[src/rtl/alu_seq_pkg.sv]
// rtl/alu_seq_pkg.sv - command/ALU-op encodings, FSM states and decode helpers for alu_cmd_sequencer
package alu_seq_pkg;

    localparam logic [2:0] CMD_AND = 3'b000;
    localparam logic [2:0] CMD_OR  = 3'b001;
    localparam logic [2:0] CMD_ADD = 3'b010;
    localparam logic [2:0] CMD_SUB = 3'b011;
    localparam logic [2:0] CMD_SLT = 3'b100;
    localparam logic [2:0] CMD_MUL = 3'b101;

    localparam logic [1:0] ALUOP_AND = 2'b00;
    localparam logic [1:0] ALUOP_OR  = 2'b01;
    localparam logic [1:0] ALUOP_ADD = 2'b10;

    typedef enum logic [1:0] {
        IDLE = 2'd0,
        EXEC = 2'd1,
        MUL  = 2'd2,
        DONE = 2'd3
    } state_t;

    function automatic logic cmd_legal(input logic [2:0] cmd);
`ifdef ALU_SEQ_MUL_EN
        return cmd <= CMD_MUL;
`else
        return cmd <= CMD_SLT;
`endif
    endfunction

    // SUB and SLT both run as A + ~B + 1 through the adder
    function automatic logic cmd_is_sub(input logic [2:0] cmd);
        return (cmd == CMD_SUB) || (cmd == CMD_SLT);
    endfunction

    function automatic logic [1:0] cmd_aluop(input logic [2:0] cmd);
        case (cmd)
            CMD_AND: return ALUOP_AND;
            CMD_OR:  return ALUOP_OR;
            default: return ALUOP_ADD;
        endcase
    endfunction

endpackage

[src/rtl/alu_seq_flags.sv]
// rtl/alu_seq_flags.sv - combinational result mux and zero/carry/overflow/slt flags
module alu_seq_flags
    import alu_seq_pkg::*;
#(
    parameter int WIDTH = 32
) (
    input  logic [2:0]       cmd_i,
    input  logic [WIDTH-1:0] a_i,
    input  logic [WIDTH-1:0] b_i,
    input  logic [WIDTH-1:0] alu_res_i,
    input  logic             alu_cout_i,
    output logic [WIDTH-1:0] res_o,
    output logic             zero_o,
    output logic             carry_o,
    output logic             ovf_o,
    output logic             slt_o
);

    logic ovf_add;
    logic ovf_sub;

    // b_i is the un-inverted operand, so the sign tests read naturally
    assign ovf_add = (a_i[WIDTH-1] == b_i[WIDTH-1]) && (alu_res_i[WIDTH-1] != a_i[WIDTH-1]);
    assign ovf_sub = (a_i[WIDTH-1] != b_i[WIDTH-1]) && (alu_res_i[WIDTH-1] != a_i[WIDTH-1]);
    assign slt_o   = alu_res_i[WIDTH-1] ^ ovf_sub;

    always_comb begin
        res_o   = '0;
        carry_o = 1'b0;
        ovf_o   = 1'b0;
        case (cmd_i)
            CMD_AND, CMD_OR: res_o = alu_res_i;
            CMD_ADD: begin
                res_o   = alu_res_i;
                carry_o = alu_cout_i;
                ovf_o   = ovf_add;
            end
            CMD_SUB: begin
                res_o   = alu_res_i;
                carry_o = alu_cout_i;
                ovf_o   = ovf_sub;
            end
            CMD_SLT: res_o = {{(WIDTH-1){1'b0}}, slt_o};
            CMD_MUL: res_o = a_i;
            default: res_o = '0;
        endcase
    end

    assign zero_o = (res_o == '0);

endmodule

[src/rtl/alu_cmd_sequencer.sv]
// rtl/alu_cmd_sequencer.sv - ALU command sequencer; ALU_SEQ_MUL_EN enables iterative shift-add MUL
module alu_cmd_sequencer
    import alu_seq_pkg::*;
#(
    parameter int WIDTH = 32,
    parameter int CNT_W = 6
) (
    input  logic             clk,
    input  logic             rst_n,
    input  logic             in_valid,
    output logic             in_ready,
    input  logic [2:0]       in_cmd,
    input  logic [WIDTH-1:0] in_a,
    input  logic [WIDTH-1:0] in_b,
    output logic [WIDTH-1:0] alu_a,
    output logic [WIDTH-1:0] alu_b,
    output logic [1:0]       alu_op,
    output logic             alu_binvert,
    output logic             alu_cin,
    input  logic [WIDTH-1:0] alu_res,
    input  logic             alu_cout,
    output logic             out_valid,
    input  logic             out_ready,
    output logic [WIDTH-1:0] out_res,
    output logic             out_zero,
    output logic             out_carry,
    output logic             out_ovf,
    output logic             out_err
);

    if (2**CNT_W <= WIDTH) begin : g_cnt_w_check
        $error("CNT_W too small for WIDTH iterations");
    end

    state_t           state_q, state_d;
    logic [2:0]       cmd_q;
    logic [WIDTH-1:0] a_q, b_q;
    logic [WIDTH-1:0] alu_a_q, alu_b_q;
    logic [1:0]       alu_op_q;
    logic             alu_binv_q;
    logic [WIDTH-1:0] out_res_q;
    logic             out_zero_q, out_carry_q, out_ovf_q, out_err_q;

    logic [WIDTH-1:0] fl_a, fl_res;
    logic             fl_zero, fl_carry, fl_ovf, fl_slt_unused;

`ifdef ALU_SEQ_MUL_EN
    logic [CNT_W-1:0] cnt_q;
    logic [WIDTH-1:0] acc_d;
    logic             mul_last;

    // During MUL alu_a_q is the accumulator, alu_b_q the multiplicand and b_q the multiplier
    assign acc_d    = b_q[0] ? alu_res : alu_a_q;
    assign mul_last = (cnt_q == CNT_W'(WIDTH - 1));
    assign fl_a     = (state_q == MUL) ? acc_d : a_q;
`else
    assign fl_a     = a_q;
`endif

    alu_seq_flags #(.WIDTH(WIDTH)) u_flags (
        .cmd_i      (cmd_q),
        .a_i        (fl_a),
        .b_i        (b_q),
        .alu_res_i  (alu_res),
        .alu_cout_i (alu_cout),
        .res_o      (fl_res),
        .zero_o     (fl_zero),
        .carry_o    (fl_carry),
        .ovf_o      (fl_ovf),
        .slt_o      (fl_slt_unused)
    );

    always_ff @(posedge clk or negedge rst_n) begin
        if (!rst_n) state_q <= IDLE;
        else        state_q <= state_d;
    end

    always_comb begin
        state_d = state_q;
        case (state_q)
            IDLE: if (in_valid) begin
                if (!cmd_legal(in_cmd))       state_d = DONE;
`ifdef ALU_SEQ_MUL_EN
                else if (in_cmd == CMD_MUL)   state_d = MUL;
`endif
                else                          state_d = EXEC;
            end
            EXEC: state_d = DONE;
`ifdef ALU_SEQ_MUL_EN
            MUL:  if (mul_last) state_d = DONE;
`endif
            DONE: if (out_ready) state_d = IDLE;
            default: state_d = IDLE;
        endcase
    end

    always_comb begin
        in_ready  = (state_q == IDLE);
        out_valid = (state_q == DONE);
    end

    always_ff @(posedge clk or negedge rst_n) begin
        if (!rst_n) begin
            cmd_q       <= '0;
            a_q         <= '0;
            b_q         <= '0;
            alu_a_q     <= '0;
            alu_b_q     <= '0;
            alu_op_q    <= ALUOP_AND;
            alu_binv_q  <= 1'b0;
            out_res_q   <= '0;
            out_zero_q  <= 1'b0;
            out_carry_q <= 1'b0;
            out_ovf_q   <= 1'b0;
            out_err_q   <= 1'b0;
`ifdef ALU_SEQ_MUL_EN
            cnt_q       <= '0;
`endif
        end else begin
            case (state_q)
                IDLE: if (in_valid) begin
                    cmd_q <= in_cmd;
                    a_q   <= in_a;
                    b_q   <= in_b;
                    if (!cmd_legal(in_cmd)) begin
                        out_res_q   <= '0;
                        out_zero_q  <= 1'b1;
                        out_carry_q <= 1'b0;
                        out_ovf_q   <= 1'b0;
                        out_err_q   <= 1'b1;
`ifdef ALU_SEQ_MUL_EN
                    end else if (in_cmd == CMD_MUL) begin
                        alu_a_q    <= '0;
                        alu_b_q    <= in_a;
                        alu_op_q   <= ALUOP_ADD;
                        alu_binv_q <= 1'b0;
                        cnt_q      <= '0;
`endif
                    end else begin
                        alu_a_q    <= in_a;
                        alu_b_q    <= cmd_is_sub(in_cmd) ? ~in_b : in_b;
                        alu_op_q   <= cmd_aluop(in_cmd);
                        alu_binv_q <= cmd_is_sub(in_cmd);
                    end
                end
                EXEC: begin
                    out_res_q   <= fl_res;
                    out_zero_q  <= fl_zero;
                    out_carry_q <= fl_carry;
                    out_ovf_q   <= fl_ovf;
                    out_err_q   <= 1'b0;
                end
`ifdef ALU_SEQ_MUL_EN
                MUL: begin
                    alu_a_q <= acc_d;
                    alu_b_q <= alu_b_q << 1;
                    b_q     <= b_q >> 1;
                    cnt_q   <= cnt_q + 1'b1;
                    if (mul_last) begin
                        out_res_q   <= fl_res;
                        out_zero_q  <= fl_zero;
                        out_carry_q <= fl_carry;
                        out_ovf_q   <= fl_ovf;
                        out_err_q   <= 1'b0;
                    end
                end
`endif
                default: ;
            endcase
        end
    end

    assign alu_a       = alu_a_q;
    assign alu_b       = alu_b_q;
    assign alu_op      = alu_op_q;
    assign alu_binvert = alu_binv_q;
    assign alu_cin     = 1'b0;
    assign out_res     = out_res_q;
    assign out_zero    = out_zero_q;
    assign out_carry   = out_carry_q;
    assign out_ovf     = out_ovf_q;
    assign out_err     = out_err_q;

endmodule

[config.mk]
export PLATFORM = sky130hd
export DESIGN_NAME = alu_cmd_sequencer
export DESIGN_NICKNAME = d
export VERILOG_FILES = /design/src/rtl/alu_seq_pkg.sv /design/src/rtl/alu_seq_flags.sv /design/src/rtl/alu_cmd_sequencer.sv
export SDC_FILE = /design/constraint.sdc
export NUM_CORES = 1
export LEC_CHECK = 0
export ABC_AREA = 1
export CAP_MARGIN = 5
export CORE_ASPECT_RATIO = 2
export CORE_MARGIN = 2
export CORE_UTILIZATION = 52
export DETAILED_ROUTE_END_ITERATION = 10
export PLACE_DENSITY_LB_ADDON = 0.25
export SLEW_MARGIN = 40
export SYNTH_ARGS = -nofsm -noshare
export SYNTH_HDL_FRONTEND = slang
export SYNTH_HIERARCHICAL = 1
export SYNTH_SLANG_ARGS = --single-unit
[constraint.sdc]
create_clock -name clk -period 2.6 [get_ports clk]
set_clock_uncertainty 0.1 [all_clocks]
set_input_delay 0.52 -clock clk [delete_from_list [all_inputs] [get_ports clk]]
set_output_delay 0.52 -clock clk [all_outputs]
set_load 0.1 [all_outputs]
# [Word-level counts from Yosys, hierarchy flattened]
# Cells that the tools add are included.
[op_classes] muxes=20 bitwise_logic=2 shifts=0 n_mul=0 add_sub_neg=0 div=0 reduce_logical=14 eq_ne=16 magnitude_cmp=1
[op_table] operator="32-bit two-way mux" n=3
[op_table] operator="32-bit case mux with 3 select lines" n=1
[op_table] operator="32-bit case mux with 2 select lines" n=1
[op_table] operator="32-bit logical NOT" n=1
[op_table] operator="32-bit inverter" n=1
[op_table] operator="1-bit case mux with 2 select lines" n=5
[op_table] operator="3-bit by 2-bit equality test with 1-bit output, second input constant" n=3
[op_table] operator="3-bit equality test, second input constant" n=3
[op_table] operator="3-bit by 1-bit equality test with 1-bit output, second input constant" n=2
[op_table] operator="3-bit logical NOT" n=2
[op_table] operator="2-bit two-way mux" n=3
[op_table] operator="2-bit case mux with 3 select lines" n=1
[op_table] operator="3-bit AND reduction" n=2
[op_table] operator="1-bit two-way mux" n=5
[op_table] operator="2-bit inequality test, second input constant" n=2
[op_table] operator="2-bit case mux with 2 select lines" n=1
[op_table] operator="2-bit AND reduction" n=2
[op_table] operator="4-bit OR reduction" n=1
[op_table] operator="3-bit <= comparator, second input constant" n=1
[op_table] operator="2-bit by 1-bit equality test with 1-bit output, second input constant" n=1
[op_table] operator="2-bit equality test, second input constant" n=1
[op_table] operator="1-bit logical AND" n=2
[op_table] operator="2-bit logical NOT" n=1
[op_table] operator="1-bit inequality test" n=2
[op_table] operator="6 further kinds" n=6
[word_totals] romBits=0 elab_cells=66 regBits=172 inputBits=104 mem_bits_rw=0 out_inout_bits=106 latchBits=0 n_memories=0

# [Depth between registers and ports, before layout]
[logic_depth] word_depth=6 depth_mapped=13 mapped_depth_nobuf=13

# [Modules after synthesis]
# The synthesis kept the hierarchy.
[by_module_without_submodules] mod="alu_cmd_sequencer" instances=1 cells_per_inst=783 area_per_inst_um2=6850.3
[by_module_without_submodules] mod="alu_seq_flags" instances=1 cells_per_inst=156 area_per_inst_um2=690.7

# [Least setup slack after synthesis]
# OpenSTA, ideal clock, no wires.
[synth_path] path_kind="register to register" start="reg state_q[1]" end="reg alu_b_q[10] (netlist: alu_b[10])" synth_period_minus_slack_ns=1.905 arrival_time_ns=1.686 setup_time_ns=0.120 stages_incl_launch_ff=9 setup_slack_ns=0.695 path_buffers=2 t_required_ns=2.380 path_cell_list="dfrtp_1 nor2_4 nand2_4 inv_4 nand2_2 buf_6 buf_6 nand2_1 nand2_1"
[synth_via] elab_chain_len=2
[synth_lines] item="from (decl)" line_no="alu_cmd_sequencer.sv:35" rtl="state_t state_q, state_d;"
[synth_lines] item="from (signal assigned)" line_no="alu_cmd_sequencer.sv:75" rtl="else state_q <= state_d;"
[synth_lines] item="2-bit logical NOT"
[synth_lines] item="named net in_ready" line_no="alu_cmd_sequencer.sv:11" rtl="output logic in_ready,"
[synth_lines] item="3-bit AND reduction (no line)"
[synth_lines] item="to (signal assigned)" line_no="alu_cmd_sequencer.sv:141" rtl="alu_b_q <= cmd_is_sub(in_cmd) ? ~in_b : in_b;"
[synth_lines] item="to (decl)" line_no="alu_cmd_sequencer.sv:38" rtl="logic [WIDTH-1:0] alu_a_q, alu_b_q;"
# The timed path passes the listed nets, and every way through them passes these cells.
# A chain may end at the register's enable or synchronous reset.

# [Worst setup path after layout]
[layout_path] start="reg cmd_q[2]" end="reg out_zero_q (netlist: out_zero)"
[layout_via] elab_chain_len=5 word_cells_on_any_way=10 classes_between="5 x eq/ne; 2 x mux; 3 x reduce/logical"
[layout_lines] item="from (decl)" line_no="alu_cmd_sequencer.sv:36" rtl="logic [2:0] cmd_q;"
[layout_lines] item="from (signal assigned)" line_no="alu_cmd_sequencer.sv:122" rtl="cmd_q <= in_cmd;"
[layout_lines] item="3-bit by 1-bit equality test with 1-bit output (tied with other cells)" line_no="alu_seq_flags.sv:31" rtl="case (cmd_i)"
[layout_lines] item="4-bit OR reduction (no line)"
[layout_lines] item="32-bit case mux with 3 select lines *" line_no="alu_seq_flags.sv:31"
[layout_lines] item="named net fl_res[4]" line_no="alu_cmd_sequencer.sv:44" rtl="logic [WIDTH-1:0] fl_a, fl_res;"
[layout_lines] item="32-bit logical NOT *" line_no="alu_seq_flags.sv:49" rtl="assign zero_o = (res_o == '0);"
[layout_lines] item="named net fl_zero" line_no="alu_cmd_sequencer.sv:45" rtl="logic fl_zero, fl_carry, fl_ovf, fl_slt_unused;"
[layout_lines] item="1-bit case mux with 2 select lines *" line_no="alu_cmd_sequencer.sv:120" rtl="case (state_q)"
[layout_lines] item="to (signal assigned)" line_no="alu_cmd_sequencer.sv:148" rtl="out_zero_q <= fl_zero;"
[layout_lines] item="to (decl)" line_no="alu_cmd_sequencer.sv:42" rtl="logic out_zero_q, out_carry_q, out_ovf_q, out_err_q;"
# Mark *: on every way through the listed nets, which the timed path passes. The rest lies on a longest branch.

==> results.py <==
metrics = {
    "timing": {
        "worst-slew-pin-transition_ps": 601.3,
        "hold_violations": 0,
        "setup_viol": 0,
        "slew-limit-headroom_pct": 59.91,
        "rsz0062_at_grt": "false",
        "finalMaxSlewViolations": 0,
        "setup_tns_ps": 0,
        "min_period_ps": 2346,
        "finalCritPeriodShare_pct": 90.22,
        "clock.fmax_ghz": 0.4263,
    },
    "setup_path": {
        "cp_num_buf_inv": 1,
        "crit_cells": 11,
        "crit_type": "flip-flop to flip-flop",
        "r2r_cells": 11,
        "crit_fanout": 22,
        "cpMostUsedCell": "nand2_1",
        "worst_path_dominant_cell_family": "simple AND/OR/NAND/NOR gates",
        "cp.arrival_ps": 2550,
        "endpoint_kind": "flip-flop",
        "cpPeakStageDelay_ps": 610,
        "start_kind": "flip-flop",
        "cp_slowest_cell": "dfrtp_1",
        "worstPathCellList": "nand3_2 -> o21ai_0 -> nor2_1 -> nand2_1 -> nor2_1 -> nand2_1 -> nor2_1 -> inv_1 -> nand2_1 -> nand3_1 -> nand2_1",
        "critPathRequiredTime_ps": 2800,
    },
    "clock_tree": {
        "clk_path_buf_depth": 2,
        "numCtsBuffers": 17,
        "clk_pin_slew_ps": 60,
        "cts.sinks": 141,
        "cts_tree": "built",
        "cts_hold_buffers": 0,
        "htreeDepth": 4,
        "post_cts_resized": 0,
        "clock_latency_ps": 410,
        "cts_setup_buffers": 0,
        "cts.root.buffer_cell": "clkbuf_16",
    },
    "placed_design": {
        "portBuffers": 208,
        "dp_hpwl_mm": 12.36,
        "placed_cells": 1167,
        "dpl-instance-area_mm2": 0.008357,
        "gp_congestion": 0.9011,
    },
    "die": {
        "core_mm2": 0.01212,
        "die_h_um": 161.8,
        "initial_core_util_pct": 53.36,
        "die_x_um": 82.88,
        "ios": 210,
        "die-area_mm2": 0.01341,
        "num_rows": 57,
    },
    "global_routing": {
        "grt-ovfl-total": 0,
        "grt_use_total_pct": 26.41,
        "antenna_found_initial": 0,
        "grt_pass1_vias": 5976,
        "grt_max_degree": 64,
        "grt_pass1_wl_mm": 28.68,
    },
    "final_layout": {
        "final_cells": 1198,
        "n_antenna_cell": 0,
        "final_common_cell": "nand2_1",
        "post-route-util_pct": 73.91,
        "drive_above_1_share_pct": 15.60,
        "postLayoutCellArea_mm2": 0.008961,
        "syn2layout_area_growth_pct": 38.50,
        "layout_common_cells": "nand2_1 (434), dfrtp_1 (141), buf_4 (117), clkdlybuf4s50_1 (102), inv_1 (67)",
        "layout.nets": 1143,
    },
    "yosys": {
        "avgSynthCellArea_um2": 7.693,
        "synthCells": 841,
        "syn-num-nets": 945,
        "synth-warning-count": 6,
        "syn_area_mm2": 0.006470,
    },
    "route": {
        "drc": 0,
        "routedWlPerCell_um": 14.28,
        "drtIter0Drc": 289,
        "wirelength_mm": 17.10,
        "firstDrtPassIters": 4,
        "postRouteAntennaNets": 0,
        "vias": 5953,
        "vias_per_cell": 4.969,
    },
    "flow_run": {
        "max_cap_violations": 0,
    },
    "min_path": {
        "min_path_type": "input port to asynchronous set/reset pin",
    },
    "outcome": {
        "status": "completed",
    },
}
sequential cells by signal, summed over array words and instances (netlist names), 2 cells and up:
name	cells
out_res	32
alu_b	32
a_q	32
alu_a	32
cmd_q	3
state_q	2
alu_op	2
area by class of cell:
| class | instances | area (µm²) |
|---|---|---|
| inverter | 70 | 265.3 |
| timing repair buffer | 223 | 1971 |
| clock buffer | 19 | 442.9 |
| tap | 147 | 183.9 |
| fill | 957 | 3163 |
| multi-input combinational | 586 | 2409 |
| sequential | 141 | 3528 |
| clock inverter | 12 | 161.4 |
routing by layer:
layer  wire, µm  part of all wire, %  vias up  global-route usage [%]
met5          0                    0        -                       0
met4        376                  2.2        0                   9.538
met3        906                  5.3       25                   5.996
met2       9147                   53      186                   47.32
met1       6671                   39     2774                   30.76
li1           -                    -     2968                       -
metrics by stage:
stage | setup slack (ps) | hold WS, ps
after detailed placement | 257.0 | 359.5
final | 254.3 | 6.506
after global placement | 322.6 | 355.5
after floorplan | 694.6 | 124.4
after global routing | 70.13 | 35.27
after CTS | 279.7 | 13.71
worst paths after layout:
path                            start           to  slack (ps)
hold / removal                  rst_n  out_res[10]           7
hold reg to reg            out_res[4]   out_res[4]         370
min in group clk           out_res[4]   out_res[4]         370
setup reg to reg             cmd_q[2]     out_zero         250
max in group asynchronous       rst_n      out_ovf        1780
setup / recovery             cmd_q[2]     out_zero         250
worst register-to-register path, cell delays in order (launching register included):
cell and delay [ps]:
dfrtp_1 610, nand3_2 490, o21ai_0 420, nor2_1 80, nand2_1 70, nor2_1 50
nand2_1 110, nor2_1 60, inv_1 50, nand2_1 40, nand3_1 100, nand2_1 50
Power is left out: the tool's default activity adds up to more than one toggle a clock period on the data nets, which glitch-free logic cannot reach.
